$ cat src/rtl/shift_counter_pkg.sv
// Shared mode codes and next-state helper for the shift_counter8 block.
// Imported by the next-state logic, the register top and the bench.
package shift_counter_pkg;

    typedef logic [1:0] mode_t;

    localparam mode_t MODE_SHL     = 2'b00;
    localparam mode_t MODE_SHR     = 2'b01;
    localparam mode_t MODE_RING    = 2'b10;
    localparam mode_t MODE_JOHNSON = 2'b11;

    localparam int DEF_WIDTH = 8;

endpackage

$ cat src/rtl/shift_counter_next.sv
// Combinational next-state function for shift_counter8.
// Advances q by one step in the mode selected by control.
module shift_counter_next
    import shift_counter_pkg::*;
#(
    parameter int WIDTH = DEF_WIDTH
) (
    input  logic [WIDTH-1:0] q,
    input  mode_t            control,
    output logic [WIDTH-1:0] next
);

    always_comb begin
        next = '0;
        unique case (control)
            MODE_SHL:     next = {q[WIDTH-2:0], 1'b0};
            MODE_SHR:     next = {1'b0, q[WIDTH-1:1]};
            MODE_RING:    next = {q[WIDTH-2:0], q[WIDTH-1]};
            MODE_JOHNSON: next = {~q[0], q[WIDTH-1:1]};
            default:      next = 'x;
        endcase
    end

endmodule

$ cat src/rtl/shift_counter8.sv
// Parallel-loadable shift register / ring / Johnson counter.
// Priority per edge: rst, then load, then the selected mode step.
module shift_counter8
    import shift_counter_pkg::*;
#(
    parameter int WIDTH = DEF_WIDTH
) (
    input  logic             clk,
    input  logic             rst,
    input  logic [WIDTH-1:0] i,
    input  logic             load,
    input  logic [1:0]       control,
    output logic [WIDTH-1:0] q
);

    logic [WIDTH-1:0] q_next;

    shift_counter_next #(
        .WIDTH(WIDTH)
    ) u_next (
        .q       (q),
        .control (mode_t'(control)),
        .next    (q_next)
    );

    always_ff @(posedge clk) begin
        if (rst) begin
            q <= '0;
        end else if (load) begin
            q <= i;
        end else begin
            q <= q_next;
        end
    end

endmodule

$ cat config.mk
export PLATFORM = sky130hd
export DESIGN_NAME = shift_counter8
export DESIGN_NICKNAME = d
export VERILOG_FILES = /design/src/rtl/shift_counter_pkg.sv /design/src/rtl/shift_counter_next.sv /design/src/rtl/shift_counter8.sv
export SDC_FILE = /design/constraint.sdc
export NUM_CORES = 1
export LEC_CHECK = 0
export ABC_AREA = 1
export CAP_MARGIN = 20
export CORE_AREA = 2 2 39 41
export CTS_CLUSTER_DIAMETER = 60
export CTS_CLUSTER_SIZE = 16
export DETAILED_ROUTE_END_ITERATION = 12
export DIE_AREA = 0 0 41 43
export DONT_BUFFER_PORTS = 1
export GPL_TIMING_DRIVEN = 0
export PLACE_DENSITY_LB_ADDON = 0.3
export SYNTH_ARGS = -nofsm -noshare
export SYNTH_HDL_FRONTEND = slang
export SYNTH_HIERARCHICAL = 1
export SYNTH_SLANG_ARGS = --single-unit
$ cat constraint.sdc
create_clock -name clk -period 1.7 [get_ports clk]
set_input_delay 0.425 -clock clk [delete_from_list [all_inputs] [get_ports clk]]
set_output_delay 0.425 -clock clk [all_outputs]
set_load 0.1 [all_outputs]
Word-level counts from Yosys, hierarchy flattened
Index checks and enable logic that the tools add are counted.
{"block": "word_totals", "regBits": 8, "in_bits": 13, "output_inout_bits": 8, "elab_cells": 8}
{"block": "op_classes", "n_eq_ne": 3, "muxes": 2, "bitwise_logic": 1, "reduce_logical": 1}
{"op": "$pmux 8 s4", "count": 1}
{"op": "$mux 8", "count": 1}
{"op": "$eq 2x2->1 const B", "count": 2}
{"op": "$eq 2x1->1 const B", "count": 1}
{"op": "$logic_not 2->1", "count": 1}
{"op": "$not 1->1", "count": 1}

Depth between registers and ports, before layout
Gate-level depths: netlist of run 1.
{"block": "depth", "depth_word": 3, "ltp_mapped": 6, "ltp_nobuf": 5}

Cells and area by module
Netlist of run 1, hierarchy kept.
{"mod": "shift_counter8", "n_inst": 1, "cells_per_inst": 51, "area_per_inst_um2": 341.6, "seq_area_each_um2": 160.2}
{"mod": "shift_counter_next", "n_inst": 1, "cells_per_inst": 26, "area_per_inst_um2": 118.9, "seq_area_each_um2": 0.0}

Worst setup path before layout of run 1
OpenSTA, ideal clock, no wires.
{"block": "synth_timing", "path_type": "flip-flop to flip-flop", "startpoint": "reg q[0]", "endpoint": "reg q[7]", "setup_time_ps": 113, "arrival_ps": 1311, "required_time_ps": 1587, "path_slack_ps": 276, "stages_incl_launch_ff": 6, "n_path_buf": 0, "synth_period_minus_slack_ps": 1424, "cell_sequence": "dfxtp_1 -> inv_1 -> nand3_1 -> nand2_1 -> nor2_1 -> nor2_1"}
{"block": "synth_between", "elab_chain_cells": 3}
{"item": "start, declared", "line": "shift_counter8.sv:13", "text": "output logic [WIDTH-1:0] q"}
{"item": "start signal, assigned", "line": "shift_counter8.sv:30", "text": "q <= i;"}
{"item": "start signal, assigned", "line": "shift_counter8.sv:32", "text": "q <= q_next;"}
{"item": "$not 1->1", "line": "shift_counter_next.sv:19", "text": "MODE_JOHNSON: next = {~q[0], q[WIDTH-1:1]};"}
{"item": "$pmux 8 s4", "line": "shift_counter_next.sv:15", "text": "unique case (control)"}
{"item": "via q_next[7]", "line": "shift_counter8.sv:16", "text": "logic [WIDTH-1:0] q_next;"}
{"item": "$mux 8", "line": "shift_counter8.sv:29", "text": "end else if (load) begin"}
The timed path passes the listed nets, and every way through them passes these cells.
A chain may end at the register's enable or synchronous reset.

Worst setup path in the final report of run 1
{"block": "layout_timing", "startpoint": "reg q[1]", "endpoint": "out q[1]"}
No word-level cell between the ends.

==> results.md, run 1 <==
- Maximum clock path buffer count: 2
- Clk slew on worst S/H paths: 0.06 ns
- NumNets Final: 95
- Worst vdd ir: around 350 µV
- WS Path Type: flop to output pin
- Top cell type by total area after synthesis: dfxtp_1
- CP required: 1.27 ns
- Number of flip-flops in the largest register: 8
- Power, Total: ~530 µW
- Rel. slew slack: 0.330
- Via density: around 4.6
- Initial DRC Count: 5
- Seq/Total Area, Yosys: 0.348
- PwrDens: 1050 nW/µm²
- Vias in the first global route: 396
- Commonest non-fill, non-tap cell in the layout: nand2_1
- Fmax achieved: 0.602 GHz
- Fillers: 166
- Syn Area/Cell: 5.98 µm²
- Crit path DAT: about 1.2 ns
- Top cells by area, synth: dfxtp_1 35%, nand2_1 29%, nor2_1 12%, inv_1 8.2%, buf_6 7.3%
- Die height: 43 µm
- Hold WC Path Type: input port to flop
- Final Setup Violations: 0
- Sequential cell area: 161 µm²
- Row Count: 14
- Syn_nets: 90
- Ports: 21
- Ant. Diodes: 0
- Final hold vios: 0
- Post-Synthesis Cells: 77
- RSZ-0062 raised after global routing: false
- Largest register by flop count: q
- Crit Path Max Fanout: 3
- Largest registers: q: 8 flops
- Synth Register Bits: 8
- MaxCap Viol Count: 0
- Post-Syn Area: 460 µm²
- CTS H-tree lvls: 1
- Root buf cell: clkbuf_4
- Antenna viol nets, final: 0
- Antenna violations before repair: 0
- Area of the multi-input gates: 220 µm²
- Period utilisation layout: 0.978
- Setup Total Neg Slack: 0 ns
- Psw: 216 µW
- Clock network power share: 0.280
- Port Buffers: 0
- Post-CTS Setup Inserts: 0
- Die footprint: 1760 µm²
- Reg power frac: 0.593
- Total wire length: 979 µm
- Synth unique cells: 11
- CP startpoint kind: flop
- Largest net degree at the start of global routing: 11
- Drt pass-1 iters: 4
- Area Overhead vs Synth: 9.51%
- Initial core utilization: 0.333
- Fraction of layout cells with a size suffix above 1: 0.138
- DIE WIDTH: around 41 µm
- Synth warn: 6
- Sink Count: 8
- Flop2flop setup slack: 0.17 ns
- Outcome: complete, no violations
- Core area: 1380 µm²
- First-pass GRT wire length: 1.60 mm
- CP endpoint kind: output pin
- Yosys top cell area share: 0.348
- Clock Skews: 0.00243 ns
- GR Util All Layers: 0.134
- GRT overflow: 0
- Cell Int Power: 311 µW
- Gp weighted congestion: 0.664
- Most frequent cells in the layout: 35 x nand2_1, 15 x nor2_1, 10 x inv_1, 7 x dfxtp_1
- Logic pwr share: 0.127
- Pleak: 0.290 nW
- DP HPWL: 693 µm
- Worst-margin pin slew: approximately 1 ns
- CTS Buf Count: 3
- Switching Fraction: 0.411
- CTS tree: done
- Post-layout min period: 1.66 ns
- Max-slew violations: 0
- Worst-Skew Late Latency: between 0.2 and 0.3 ns
- Post-route DRC: 0
- Wirelength per Cell: between 10 and 15 µm
- Vias: 437
[Yosys cell counts]
library cell,count
nand2_1,35
nor2_1,15
inv_1,10
dfxtp_1,8
buf_6,3
inv_6,1
nand2_2,1
nand3_1,1
nand3_2,1
nor2_2,1
o21ai_1,1
[power by group through the flow]
stage                     Sequential, mW  Combinational (mW)  Clock [mW]
after detailed placement           0.316              0.0667           0
after global routing               0.315              0.0787       0.160
after CTS                          0.313              0.0675       0.154
after floorplan                    0.313              0.0574           0
final                              0.312              0.0668       0.148
after global placement             0.316              0.0659           0
[final cells by class]
| type | count | area share |
|---|---|---|
| flip-flops and latches | 8 | 0.320 |
| multi-input cells | 55 | 0.437 |
| plain buffers | 3 | 0.0670 |
| clock buffers | 3 | 0.0447 |
| inverters | 11 | 0.0918 |
| well taps | 16 | 0.0397 |
[per-layer routing]
layer | vias to the layer above | GRT usage | part of all wire
met5 | - | 0 | 0
met4 | 0 | 0.120 | 0
met3 | 0 | 0.0157 | 0.065
met2 | 16 | 0.194 | 0.50
met1 | 192 | 0.161 | 0.43
li1 | 229 | - | -
[cell families after synthesis]
group,Yosys count,synth area share
and+or+nand+nor,54,0.467
buffers and inverters,14,0.174
AOI/OAI and AO/OA,1,0.0109
DFF,8,0.348
[tightest hold or removal path: stages]
cell and delay (ns):
inv_1 0.03, nand2_1 0.04, nand2_1 0.05, nor2_1 0.03
[final timing paths]
check                       start         endpoint  cells after the start
hold / removal               i[7]  q[7]$_SDFF_PP0_                      4
setup / recovery  q[1]$_SDFF_PP0_             q[1]                      0
hold reg to reg   q[7]$_SDFF_PP0_  q[0]$_SDFF_PP0_                      4
setup reg to reg  q[0]$_SDFF_PP0_  q[7]$_SDFF_PP0_                      5
[per-stage QoR]
step,std cells,hold WS (ns),setup WS [ns],util,area (µm²)
6_report,96,0.359,0.0382,0.364,504
3_3_place_gp,93,0.623,0.199,0.347,480
4_1_cts,96,0.353,0.00919,0.363,503
5_1_grt,96,0.373,0.000126,0.364,504
2_1_floorplan,77,0.613,0.276,-,460
3_5_place_dp,93,0.626,0.198,0.347,480
[what timing repair did]
action | in CTS | in global routing
endpoints found under the hold margin | 0 | 0
endpoints found under the setup margin | 0 | 1
hold buffers | 0 | 0
resized for setup | 0 | 1
Note: power is estimated with default switching activity, not from simulation.
==> run 2, diff against run 1 <==
PLACE_DENSITY_LB_ADDON = 0.05   (was 0.3)
==> run 2 against run 1 <==
Against the previous run:
- cell area rose by 0.50%
- sequential cell count unchanged
- cell count unchanged
- critical path depth unchanged
- sequential share of layout area up 0.34 points
- total power is essentially flat
- combinational power shrank 0.7%
- setup slack got worse by 0.0014 ns
- global-route usage grew 0.62 points
==> results.md, run 2 (same netlist as run 1, synthesis figures left out) <==
- Drt pass-1 iters: 4 (unchanged)
- CTS Buf Count: 3 (unchanged)
- Worst vdd ir: 372 µV (+7.7%)
- CP required: 1.27 ns (about the same)
- Power, Total: 527 µW (about the same)
- Largest net degree at the start of global routing: 11 (unchanged)
- WS Path Type: flop to output pin
- Outcome: complete, no violations
- Most frequent cells in the layout: 35 x nand2_1, 15 x nor2_1, 10 x inv_1, 5 x dfxtp_1
- Resized Gates After CTS: 0 (unchanged)
- CP startpoint kind: flop
- Total wire length: 986 µm (+0.72%)
- Antenna viol nets, final: 0 (unchanged)
- Die height: 43 µm (unchanged)
- Via density: 4.34 (-4.6%)
- Post-CTS Setup Inserts: 0 (unchanged)
- CTS H-tree lvls: 1 (unchanged)
- Wirelength per Cell: 10.3 µm (+0.72%)
- Largest register by flop count: q
- First-pass GRT wire length: 1.59 mm (-0.44%)
- Die footprint: 1760 µm² (unchanged)
- Hold WC Path Type: input port to flop
- Fraction of layout cells with a size suffix above 1: 0.163 (+0.0250)
- CTS tree: done
- Period utilisation layout: 0.978 (about the same)
- Core area: 1380 µm² (unchanged)
- GR Util All Layers: 0.140 (+0.00616)
- PwrDens: 1040 nW/µm² (-0.40%)
- Fmax achieved: 0.601 GHz (about the same)
- Row Count: 14 (unchanged)
- Port Buffers: 0 (unchanged)
- DIE WIDTH: 41 µm (unchanged)
- Max-slew violations: 0 (unchanged)
- Vias: 417 (-4.6%)
- CP endpoint kind: output pin
- Crit Path Max Fanout: 3 (unchanged)
- Clk slew on worst S/H paths: 0.06 ns (about the same)
- Pleak: 0.290 nW (+0.20%)
- Hold_buf cts: 0 (unchanged)
- Antenna violations before repair: 0 (unchanged)
- Sink Count: 8 (unchanged)
- Worst-Skew Late Latency: 0.25 ns (about the same)
- Gp weighted congestion: 0.670 (+0.96%)
- Setup Total Neg Slack: 0 ns (unchanged)
- Post-layout min period: 1.66 ns (+0.00143 ns)
- Vias in the first global route: 377 (-4.8%)
- Crit path DAT: 1.24 ns (about the same)
- Final hold vios: 0 (unchanged)
- Number of flip-flops in the largest register: 8 (unchanged)
- RSZ-0062 raised after global routing: false
- MaxCap Viol Count: 0 (unchanged)
- Largest registers: q: 8 flops
- Final Setup Violations: 0 (unchanged)
- Maximum clock path buffer count: 2 (unchanged)
- Root buf cell: clkbuf_4
- Worst-margin pin slew: 1.01 ns (+0.00513 ns)
- Post-route DRC: 0 (unchanged)
- Initial DRC Count: 2 (-3)
- Ant. Diodes: 0 (unchanged)
- DP HPWL: 719 µm (+3.8%)
- NumNets Final: 95 (unchanged)
- Commonest non-fill, non-tap cell in the layout: nand2_1
- Ports: 21 (unchanged)
- GRT overflow: 0 (unchanged)
- Initial core utilization: 0.333 (unchanged)
- Rel. slew slack: 0.327 (-0.00342)
- Clock Skews: 0.00666 ns (+0.00423 ns)
- Area Overhead vs Synth: 10.1%
==> run 2: cell counts in the layout (fill, tap and decap cells not counted) <==
No cell type changed its count.
==> run 2: layout make-up <==
cell class / instances / area, µm²
Clock buffer: 3 / 22.5
Tap cell: 16 / 20.0
Sequential cell: 8 / 164
Inverter: 11 / 46.3
Buffer: 3 / 33.8
Multi-Input combinational cell: 55 / 220
Fill cell: 170 / 877
==> run 2: routing by layer <==
metal | up-vias | track usage | wire length [µm]
met5 | - | 0 | 0
met4 | 0 | 0.120 | 19
met3 | 2 | 0.0471 | 87
met2 | 14 | 0.172 | 402
met1 | 171 | 0.184 | 476
li1 | 230 | - | -
==> run 2: worst paths after layout <==
check	start	endpoint	slack, ns	cells after the start
worst max-delay path	q[3]$_SDFF_PP0_	q[3]	0.04	0
worst min-delay path	i[3]	q[3]$_SDFF_PP0_	0.36	4
worst max register to register	q[0]$_SDFF_PP0_	q[7]$_SDFF_PP0_	0.18	5
worst min register to register	q[6]$_SDFF_PP0_	q[7]$_SDFF_PP0_	0.84	4
==> run 2: stage by stage <==
step	instance area (µm²)	setup slack (ns)	hold slack, ns	instances	utilization
5_1_grt	507	0.00111	0.357	96	0.366
3_3_place_gp	480	0.176	0.618	93	0.347
3_5_place_dp	480	0.180	0.623	93	0.347
4_1_cts	503	0.00745	0.353	96	0.363
6_report	507	0.0367	0.358	96	0.366
2_1_floorplan	460	0.276	0.613	77	-
==> run 2: where the power goes <==
part / switching [mW] / internal, mW
Combinational: 0.0385 / 0.0278
Clock: 0.0665 / 0.0809
Sequential: 0.111 / 0.202
Total: 0.216 / 0.311
==> run 3, diff against run 2 <==
--- a/config.mk
+++ b/config.mk
@@ -17,2 +17,3 @@
 export PLACE_DENSITY_LB_ADDON = 0.05
+export SLEW_MARGIN = 5
 export SYNTH_ARGS = -nofsm -noshare
--- a/constraint.sdc
+++ b/constraint.sdc
@@ -3,2 +3,2 @@
 set_output_delay 0.425 -clock clk [all_outputs]
-set_load 0.1 [all_outputs]
+set_load 0.005 [all_outputs]
==> run 3 against run 2 <==
Against the previous run:
- count of clock-buffer cells in the layout unchanged
- cell count unchanged
- die area unchanged
- critical path depth unchanged
- critical path type unchanged
- largest power group unchanged
==> results.md, run 3 (same netlist as run 1, synthesis figures left out) <==
- Wirelength per Cell: 10.2 µm (-0.41%)
- Gp weighted congestion: 0.670 (unchanged)
- Maximum clock path buffer count: 2 (unchanged)
- CTS H-tree lvls: 1 (unchanged)
- RSZ-0062 raised after global routing: false
- Post-CTS Setup Inserts: 0 (unchanged)
- Initial core utilization: 0.333 (unchanged)
- Drt pass-1 iters: 4 (unchanged)
- Layout Utilization: 0.363 (-0.00271)
- First-pass GRT wire length: 1.59 mm (unchanged)
- Period utilisation layout: 0.632 (-0.346)
- Via density: 4.30 (-0.96%)
- Antenna violations before repair: 0 (unchanged)
- Rel. slew slack: 0.832 (+0.505)
- Setup Total Neg Slack: 0 ns (unchanged)
- GR Util All Layers: 0.140 (unchanged)
- Ports: 21 (unchanged)
- Worst-margin pin slew: 0.252 ns (-0.757 ns)
- Largest registers: q: 8 flops
- Hold_buf cts: 0 (unchanged)
- WS Path Type: flop to output pin
- Pre-CTS WS: 0.734 ns (+0.553 ns)
- Outcome: complete, no violations
- Largest net degree at the start of global routing: 11 (unchanged)
- Die height: 43 µm (unchanged)
- Vias: 413 (-0.96%)
- DP HPWL: 719 µm (unchanged)
- Area Overhead vs Synth: 9.24%
- Crit path DAT: 0.65 ns (-0.59 ns)
- Ant. Diodes: 0 (unchanged)
- Hold WC Path Type: input port to flop
- Die footprint: 1760 µm² (unchanged)
- Largest register by flop count: q
- Commonest non-fill, non-tap cell in the layout: nand2_1
- Root buf cell: clkbuf_4
- Post-layout min period: 1.08 ns (-0.588 ns)
- Resized Gates After CTS: 0 (unchanged)
- Worst-Skew Late Latency: 0.25 ns (about the same)
- GRT overflow: 0 (unchanged)
- Final Setup Violations: 0 (unchanged)
- CTS tree: done
- Fmax achieved: 0.930 GHz (+55%)
- Final hold vios: 0 (unchanged)
- Pleak: 0.290 nW (-0.29%)
- CP startpoint kind: flop
- Clk slew on worst S/H paths: 0.06 ns (about the same)
- Antenna viol nets, final: 0 (unchanged)
- Crit Path Max Fanout: 3 (unchanged)
- Max-slew violations: 0 (unchanged)
- Fraction of layout cells with a size suffix above 1: 0.125 (-0.0375)
- Number of flip-flops in the largest register: 8 (unchanged)
- Initial DRC Count: 2 (unchanged)
- Core area: 1380 µm² (unchanged)
- MaxCap Viol Count: 0 (unchanged)
- Sink Count: 8 (unchanged)
- Row Count: 14 (unchanged)
- Port Buffers: 0 (unchanged)
- CTS Buf Count: 3 (unchanged)
- Vias in the first global route: 377 (unchanged)
- NumNets Final: 95 (unchanged)
- CP endpoint kind: output pin
- Worst vdd ir: 317 µV (-15%)
- CP required: 1.27 ns (about the same)
- PwrDens: 853 nW/µm² (-18%)
- Total wire length: 982 µm (-0.41%)
- Setup ws final: 0.625 ns (+0.588 ns)
- Most frequent cells in the layout: 35 x nand2_1, 15 x nor2_1, 10 x inv_1, 8 x dfxtp_1
- Post-route DRC: 0 (unchanged)
- Clock Skews: 0.00666 ns (unchanged)
- DIE WIDTH: 41 µm (unchanged)
## run 3: where the power goes
part           internal (mW)  switching (mW)
logic                 0.0278          0.0384
registers              0.201          0.0139
clock network         0.0809          0.0665
## run 3: final cells by class
cell class / instances / area (µm²)
flip-flops and latches: 8 / 160
multi-input cells: 55 / 220
well taps: 16 / 20.0
inverters: 11 / 46.3
plain buffers: 3 / 33.8
fillers: 169 / 881
clock buffers: 3 / 22.5
## run 3: per-layer routing
layer  track usage  wire length (µm)
met5             0                 0
met4         0.120                19
met3        0.0471                87
met1         0.184               477
met2         0.172               397
## run 3: final timing paths
check,from,to,slack (ns),depth (start not counted)
min,i[3],q[3]$_SDFF_PP0_,0.36,4
max reg2reg,q[0]$_SDFF_PP0_,q[7]$_SDFF_PP0_,0.94,5
min reg2reg,q[1]$_SDFF_PP0_,q[2]$_SDFF_PP0_,0.61,4
max,q[7]$_SDFF_PP0_,q[7],0.62,0
## run 3: metrics by stage
| step | instances | cell area, µm² | power, mW | hold slack (ns) |
|---|---|---|---|---|
| detailed placement | 93 | 480 | 0.287 | 0.611 |
| finish | 96 | 503 | 0.429 | 0.358 |
| global placement | 93 | 480 | 0.287 | 0.607 |
| global route | 96 | 503 | 0.460 | 0.364 |
| CTS | 96 | 503 | 0.437 | 0.353 |
| floorplan | 77 | 460 | 0.273 | 0.569 |
## run 3: worst register-to-register path, stage by stage (launching register included)
cell,delay [ns]
dfxtp_1,0.35
inv_1,0.07
nand3_1,0.06
nand2_1,0.05
nor2_1,0.08
nor2_1,0.05
